===== src/rtl/sm4_pkg.sv =====
// Shared types and constants for the SM4 key-schedule controller.
package sm4_pkg;
  localparam int SM4_ROUNDS     = 32;
  localparam int SM4_KX_LATENCY = 32;

  typedef logic [31:0] sm4_rk_t;

  typedef enum logic [1:0] {
    ST_IDLE,
    ST_ISSUE,
    ST_WAIT,
    ST_DONE
  } sm4_state_e;
endpackage


===== src/rtl/sm4_rr_arb2.sv =====
// Two-way round-robin arbiter; requester 0 wins the first contended grant after reset.
module sm4_rr_arb2 (
  input  logic       CLK_i,
  input  logic       RST_N_i,
  input  logic [1:0] req,
  input  logic       accept,
  output logic [1:0] gnt
);
  logic last_gnt1;  // 1 = requester 1 was granted most recently

  always_comb begin
    gnt = req;
    if (req[0] && req[1]) gnt = last_gnt1 ? 2'b01 : 2'b10;
  end

  always_ff @(posedge CLK_i) begin
    if (!RST_N_i)             last_gnt1 <= 1'b1;
    else if (accept && |gnt)  last_gnt1 <= gnt[1];
  end
endmodule


===== src/rtl/sm4_key_sched_ctrl.sv =====
// SM4 key-schedule controller: arbitrates two requesters, drives the expansion pipeline,
// banks the 32 round keys and serves registered readout. Optional MK cache: SM4_KEY_CACHE_EN.
module sm4_key_sched_ctrl
  import sm4_pkg::*;
#(
  parameter int WAIT_TIMEOUT = 40
) (
  input  logic          CLK_i,
  input  logic          RST_N_i,
  input  logic          REQ0_VALID_i,
  input  logic [127:0]  REQ0_MK_i,
  output logic          REQ0_READY_o,
  input  logic          REQ1_VALID_i,
  input  logic [127:0]  REQ1_MK_i,
  output logic          REQ1_READY_o,
  output logic [127:0]  KX_MK_o,
  output logic          KX_MK_VALID_o,
  input  logic [1023:0] KX_RK_i,
  input  logic          KX_RK_READY_i,
  input  logic [4:0]    RK_IDX_i,
  input  logic          RK_DEC_i,
  output logic [31:0]   RK_o,
  output logic          RK_VALID_o,
  output logic          RK_OWNER_o,
  output logic          BUSY_o,
  output logic          DONE_o,
  output logic          DONE_ID_o,
  output logic          TIMEOUT_o
);
  localparam int CW = $clog2(WAIT_TIMEOUT + 1);
  // Counter starts one cycle after the issue strobe and the pulse is registered,
  // so deciding at WAIT_TIMEOUT-2 puts TIMEOUT_o exactly WAIT_TIMEOUT cycles after issue.
  localparam logic [CW-1:0] CNT_LIM = CW'(WAIT_TIMEOUT - 2);

  sm4_state_e                   state;
  logic [CW-1:0]                cnt;
  logic                         owner;
  sm4_rk_t [SM4_ROUNDS-1:0]     bank;
  logic [1:0]                   gnt;
  logic                         idle, accept, gnt_id, hit;
  logic [127:0]                 acc_mk;
  logic [4:0]                   sel;

  assign idle   = (state == ST_IDLE);
  assign accept = idle && RST_N_i && (REQ0_VALID_i || REQ1_VALID_i);
  assign gnt_id = gnt[1];
  assign acc_mk = gnt_id ? REQ1_MK_i : REQ0_MK_i;
  assign BUSY_o = !idle;
  assign {REQ1_READY_o, REQ0_READY_o} = (idle && RST_N_i) ? gnt : 2'b00;

  sm4_rr_arb2 u_arb (
    .CLK_i   (CLK_i),
    .RST_N_i (RST_N_i),
    .req     ({REQ1_VALID_i, REQ0_VALID_i}),
    .accept  (accept),
    .gnt     (gnt)
  );

`ifdef SM4_KEY_CACHE_EN
  logic [127:0] cache_mk;
  logic         cache_vld;
  assign hit = cache_vld && RK_VALID_o && (acc_mk == cache_mk);

  always_ff @(posedge CLK_i) begin
    if (!RST_N_i) begin
      cache_mk  <= '0;
      cache_vld <= 1'b0;
    end else if (state == ST_WAIT && KX_RK_READY_i) begin
      cache_mk  <= KX_MK_o;
      cache_vld <= 1'b1;
    end
  end
`else
  assign hit = 1'b0;
`endif

  always_ff @(posedge CLK_i) begin
    if (!RST_N_i) begin
      state         <= ST_IDLE;
      cnt           <= '0;
      owner         <= 1'b0;
      KX_MK_o       <= '0;
      KX_MK_VALID_o <= 1'b0;
      RK_VALID_o    <= 1'b0;
      RK_OWNER_o    <= 1'b0;
      DONE_o        <= 1'b0;
      DONE_ID_o     <= 1'b0;
      TIMEOUT_o     <= 1'b0;
    end else begin
      KX_MK_VALID_o <= 1'b0;
      DONE_o        <= 1'b0;
      DONE_ID_o     <= 1'b0;
      TIMEOUT_o     <= 1'b0;
      case (state)
        ST_IDLE: if (accept) begin
          owner <= gnt_id;
          if (hit) begin
            RK_OWNER_o <= gnt_id;
            DONE_o     <= 1'b1;
            DONE_ID_o  <= gnt_id;
            state      <= ST_DONE;
          end else begin
            RK_VALID_o    <= 1'b0;
            KX_MK_o       <= acc_mk;
            KX_MK_VALID_o <= 1'b1;
            state         <= ST_ISSUE;
          end
        end
        ST_ISSUE: begin
          cnt   <= '0;
          state <= ST_WAIT;
        end
        ST_WAIT: begin
          if (KX_RK_READY_i) begin
            RK_VALID_o <= 1'b1;
            RK_OWNER_o <= owner;
            DONE_o     <= 1'b1;
            DONE_ID_o  <= owner;
            state      <= ST_DONE;
          end else if (cnt == CNT_LIM) begin
            TIMEOUT_o <= 1'b1;
            state     <= ST_IDLE;
          end else begin
            cnt <= cnt + 1'b1;
          end
        end
        ST_DONE: state <= ST_IDLE;
        default: state <= ST_IDLE;
      endcase
    end
  end

  // Bank contents are only observable through RK_VALID_o, so they need no reset.
  always_ff @(posedge CLK_i) begin
    if (state == ST_WAIT && KX_RK_READY_i) bank <= KX_RK_i;
  end

  // rk[i] lives in bank[31-i]; decryption order rk[31-idx] is therefore bank[idx].
  assign sel = RK_DEC_i ? RK_IDX_i : ~RK_IDX_i;

  always_ff @(posedge CLK_i) begin
    if (!RST_N_i) RK_o <= '0;
    else          RK_o <= RK_VALID_o ? bank[sel] : '0;
  end
endmodule


===== config.mk =====
export PLATFORM = sky130hd
export DESIGN_NAME = sm4_key_sched_ctrl
export DESIGN_NICKNAME = d
export VERILOG_FILES = /design/src/rtl/sm4_pkg.sv /design/src/rtl/sm4_rr_arb2.sv /design/src/rtl/sm4_key_sched_ctrl.sv
export SDC_FILE = /design/constraint.sdc
export NUM_CORES = 2
export LEC_CHECK = 0
export BUFFER_PORTS_ARGS = -buffer_cell sky130_fd_sc_hd__buf_4
export CAP_MARGIN = 20
export CORE_AREA = 2 2 562 564
export CTS_BUF_LIST = sky130_fd_sc_hd__clkbuf_8
export DETAILED_ROUTE_END_ITERATION = 7
export DIE_AREA = 0 0 564 566
export GPL_TIMING_DRIVEN = 1
export SYNTH_ARGS = -nofsm -noshare
export SYNTH_HDL_FRONTEND = slang
export SYNTH_SLANG_ARGS = --single-unit

===== constraint.sdc =====
create_clock -name CLK_i -period 54.3 [get_ports CLK_i]
set_clock_uncertainty 0.05 [all_clocks]
set_input_delay 2.715 -clock CLK_i [delete_from_list [all_inputs] [get_ports CLK_i]]
set_output_delay 2.715 -clock CLK_i [all_outputs]
set_load 0.01 [all_outputs]

==> results.md <==
* Vias per cell at approximately 4.2
* Placement Setup Slack at 46190 ps
* Vias in the first global route at roughly 38000
* FF-to-FF End: bank[157]$_DFFE_PP_
* Routability cong. at 0.9264
* Synth Instances at 2772
* Status: complete, no violations
* Synthesized area at 53120 µm²
* Tmin final at just over 7000 ps
* Drt initial violations at 3674
* Period utilization at 0.1304
* Fin area at 73490 µm²
* Critical path class: input port to flip-flop
* Nets@finish at approximately 5600
* Layout overhead on the synthesized area at 38.34%
* Maximum VDD drop at just under 20 µV
* DRT Pass-1 Iters at 5
* Fmax at between 100 and 150 MHz
* Layout cell share with drive strength beyond 1 at 0.5385
* R2R setup slack at slightly below 50000 ps
* Post-CTS Hold Buffers at 0
* Register bit count reported by yosys at 1200
* Crit end category: flip-flop
* DP HPWL at 221.4 mm
* IO Port Bufs at about 1500
* Via Count at between 30000 and 40000
* Longest Clk Path Bufs at 4
* Setup TNS at 0 ps
* Routed length per instance at about 32 µm
* Grt total ovfl at 0
* Hold Crit Endpoint: KX_MK_o[0]$_SDFFE_PN0P_
* Worst Hold Launch: KX_MK_o[0]$_SDFFE_PN0P_
* Worst Path Required at 54780 ps
* TritonCTS clock tree: done
* Die Area at 319200 µm²
* Hold Fails Final Rpt at 0
* Tot GR Track Use at 0.1665
* Global-route wire length before repair at 353.9 mm
* Post-synth top area cell: edfxtp_1
* FP Rows at 206
* # resized after CTS at 0
* Min setup slack post-route at about 47000 ps
* Startpoint types: input port
* RSZ-0062 raised after global routing: false
* Netlist cell types at 53
* Share of the synthesized area in the top cell type at 0.5788
* Seq/Total Area, Yosys at 0.6452
* Asr flop ratio synth at 0
* Die Y at 566 µm
* Synth area leaders: edfxtp_1 58%, mux4_2 23%, dfxtp_1 6.6%, mux2i_1 3.6%, a22oi_1 1.8%
* Remaining DRCs at 0
* Worst flop-to-flop path startpoint: state[0]$_SDFFE_PN0P_
* Fill cells at 32670
* IO Count at 1460
* Crit path max fanout at 75
* Main synth FF type: edfxtp_1
* Post-DRT Antenna Nets at 0
* Die X at between 500 and 600 µm
* Hold Path Depth at 2
* Final Util at 0.2345
* R2R cell count at 7
* Clock root buffer master: clkbuf_8
* Total CTS buffers at about 220
* Final setup fails at 0
* Worst Hold Class: flip-flop to flip-flop
* Final wirelength at ~270 mm
* Post-CTS Setup Inserts at 0
* Static leakage at ~26 nW
* Area of the core at between 300000 and 400000 µm²
* Total of warnings raised by yosys at 0
* CP arrival at 7560 ps
* Antenna violations before repair at approximately 160
* Worst slew margin at 0.2185
* Placed cell area at approximately 70000 µm²
* Reg clk slew, reported paths at approximately 60 ps
* Htree depth at 4
* Clock sinks at 1200
* Initial Util at 0.1695
* Worst-Skew Late Latency at ~1000 ps
* Worst Tran Pin Value at 1172 ps
* Number of synthesized flops with an enable pin at slightly above 1000
* Max-cap violations at 0
* Pin count of the biggest net entering global routing at 130
* Slew Limit Fails at 0
* Mean Syn Cell Area at around 19 µm²
* Syn_nets at 4065
* Power per standard cell area at 30.46 nW/µm²
[final cells by class]
type,count,area (µm²),area share
multi-input cells,1332,17940,0.2441
repair buffers,1537,11600,0.1579
inverters,9,41.29,0.0005618
well taps,4160,5205,0.07083
clock buffers,237,3262,0.04439
diodes,40,100.1,0.001362
flip-flops and latches,1200,34270,0.4664
clock inverters,157,1065,0.01449
[critical path: stages]
cell and delay (ps):
buf_4 110, and3_4 790, buf_4 770, buf_4 710, buf_4 550, buf_4 800, buf_4 880
[power by group]
group | total [mW] | internal (mW) | switching, mW
Sequential | 1.06 | 1.04 | 0.0206
Clock | 0.883 | 0.461 | 0.421
Combinational | 0.293 | 0.145 | 0.148
Total | 2.24 | 1.65 | 0.590
[cells in the mapped netlist (2+ instances only)]
cell,number
a221oi_1,3
or3b_1,2
nand2_1,14
buf_1,30
a22oi_1,126
nor3_1,3
nor3b_1,3
edfxtp_1,1024
and2_1,2
a221o_1,31
and3b_1,3
a211oi_1,2
mux4_2,537
nand4_1,32
mux2i_1,191
nor4b_1,2
and3_1,5
xor2_1,3
buf_6,5
ha_1,2
buf_4,15
o2111ai_1,3
nor2b_1,3
dfxtp_1,176
a21oi_1,9
o21ai_0,132
o221ai_1,6
nand3_1,137
inv_1,7
o22ai_1,35
buf_2,64
mux2_2,3
nor2_1,10
o21a_1,12
nand2b_1,6
clkbuf_1,117
[kinds of logic (layout without fill, tap and decap cells)]
group / after synthesis / in the layout / synth area share
AOI/OAI and AO/OA: 366 / 366 / 0.04605
xor gates and xnor gates: 4 / 4 / 0.0006596
adders and majority gates: 2 / 2 / 0.0004710
buffers and inverters: 240 / 1940 / 0.02023
DFF: 1200 / 1200 / 0.6452
muxes: 731 / 731 / 0.2643
other: 0 / 40 / 0
and+or+nand+nor: 229 / 229 / 0.02315
[per-stage QoR]
stage          instances  power [mW]  hold slack, ps
3_5_place_dp        8237       1.381           416.8
2_1_floorplan       2772       1.240           394.2
4_1_cts             8631       2.277           427.6
6_report            8672       2.239           425.5
3_3_place_gp        8236       1.375           405.0
5_1_grt             8659       2.327           445.6
[worst max-delay path by stage]
stage / from / end / slack [ps] / depth (start not counted)
finish: KX_RK_READY_i / bank[157]$_DFFE_PP_ / 47220 / 7
CTS: KX_RK_READY_i / bank[157]$_DFFE_PP_ / 47320 / 7
global placement: KX_RK_READY_i / bank[228]$_DFFE_PP_ / 46410 / 7
floorplan: KX_RK_READY_i / DONE_ID_o$_SDFF_PN0_ / 21420 / 3
detailed placement: KX_RK_READY_i / bank[262]$_DFFE_PP_ / 46190 / 7
global route: KX_RK_READY_i / bank[157]$_DFFE_PP_ / 46930 / 7
[flip-flops by register name, summed over array words and instances, names as in the netlist, 2 cells and up]
signal   cells
KX_MK_o    128
state        2
cnt          6
bank      1024
RK_o        32
[per-layer routing]
metal  vias up  wire, µm  GRT usage
li1      15100         -          -
met1     18850     99660     0.1858
met2      2241    139100     0.2931
met3       538     23850    0.04917
met4        56     11860    0.06891
met5         -       379          0
[layout by cell type (no fill, tap or decap), types with 64 or more instances in the layout]
master / n
a22oi_1: 126
buf_4: 1530
clkbuf_8: 237
dfxtp_1: 176
edfxtp_1: 1024
inv_1: 64
mux2i_1: 191
mux4_2: 537
nand3_1: 135
o21ai_0: 132
No activity file was read; power rests on OpenSTA's default activity.
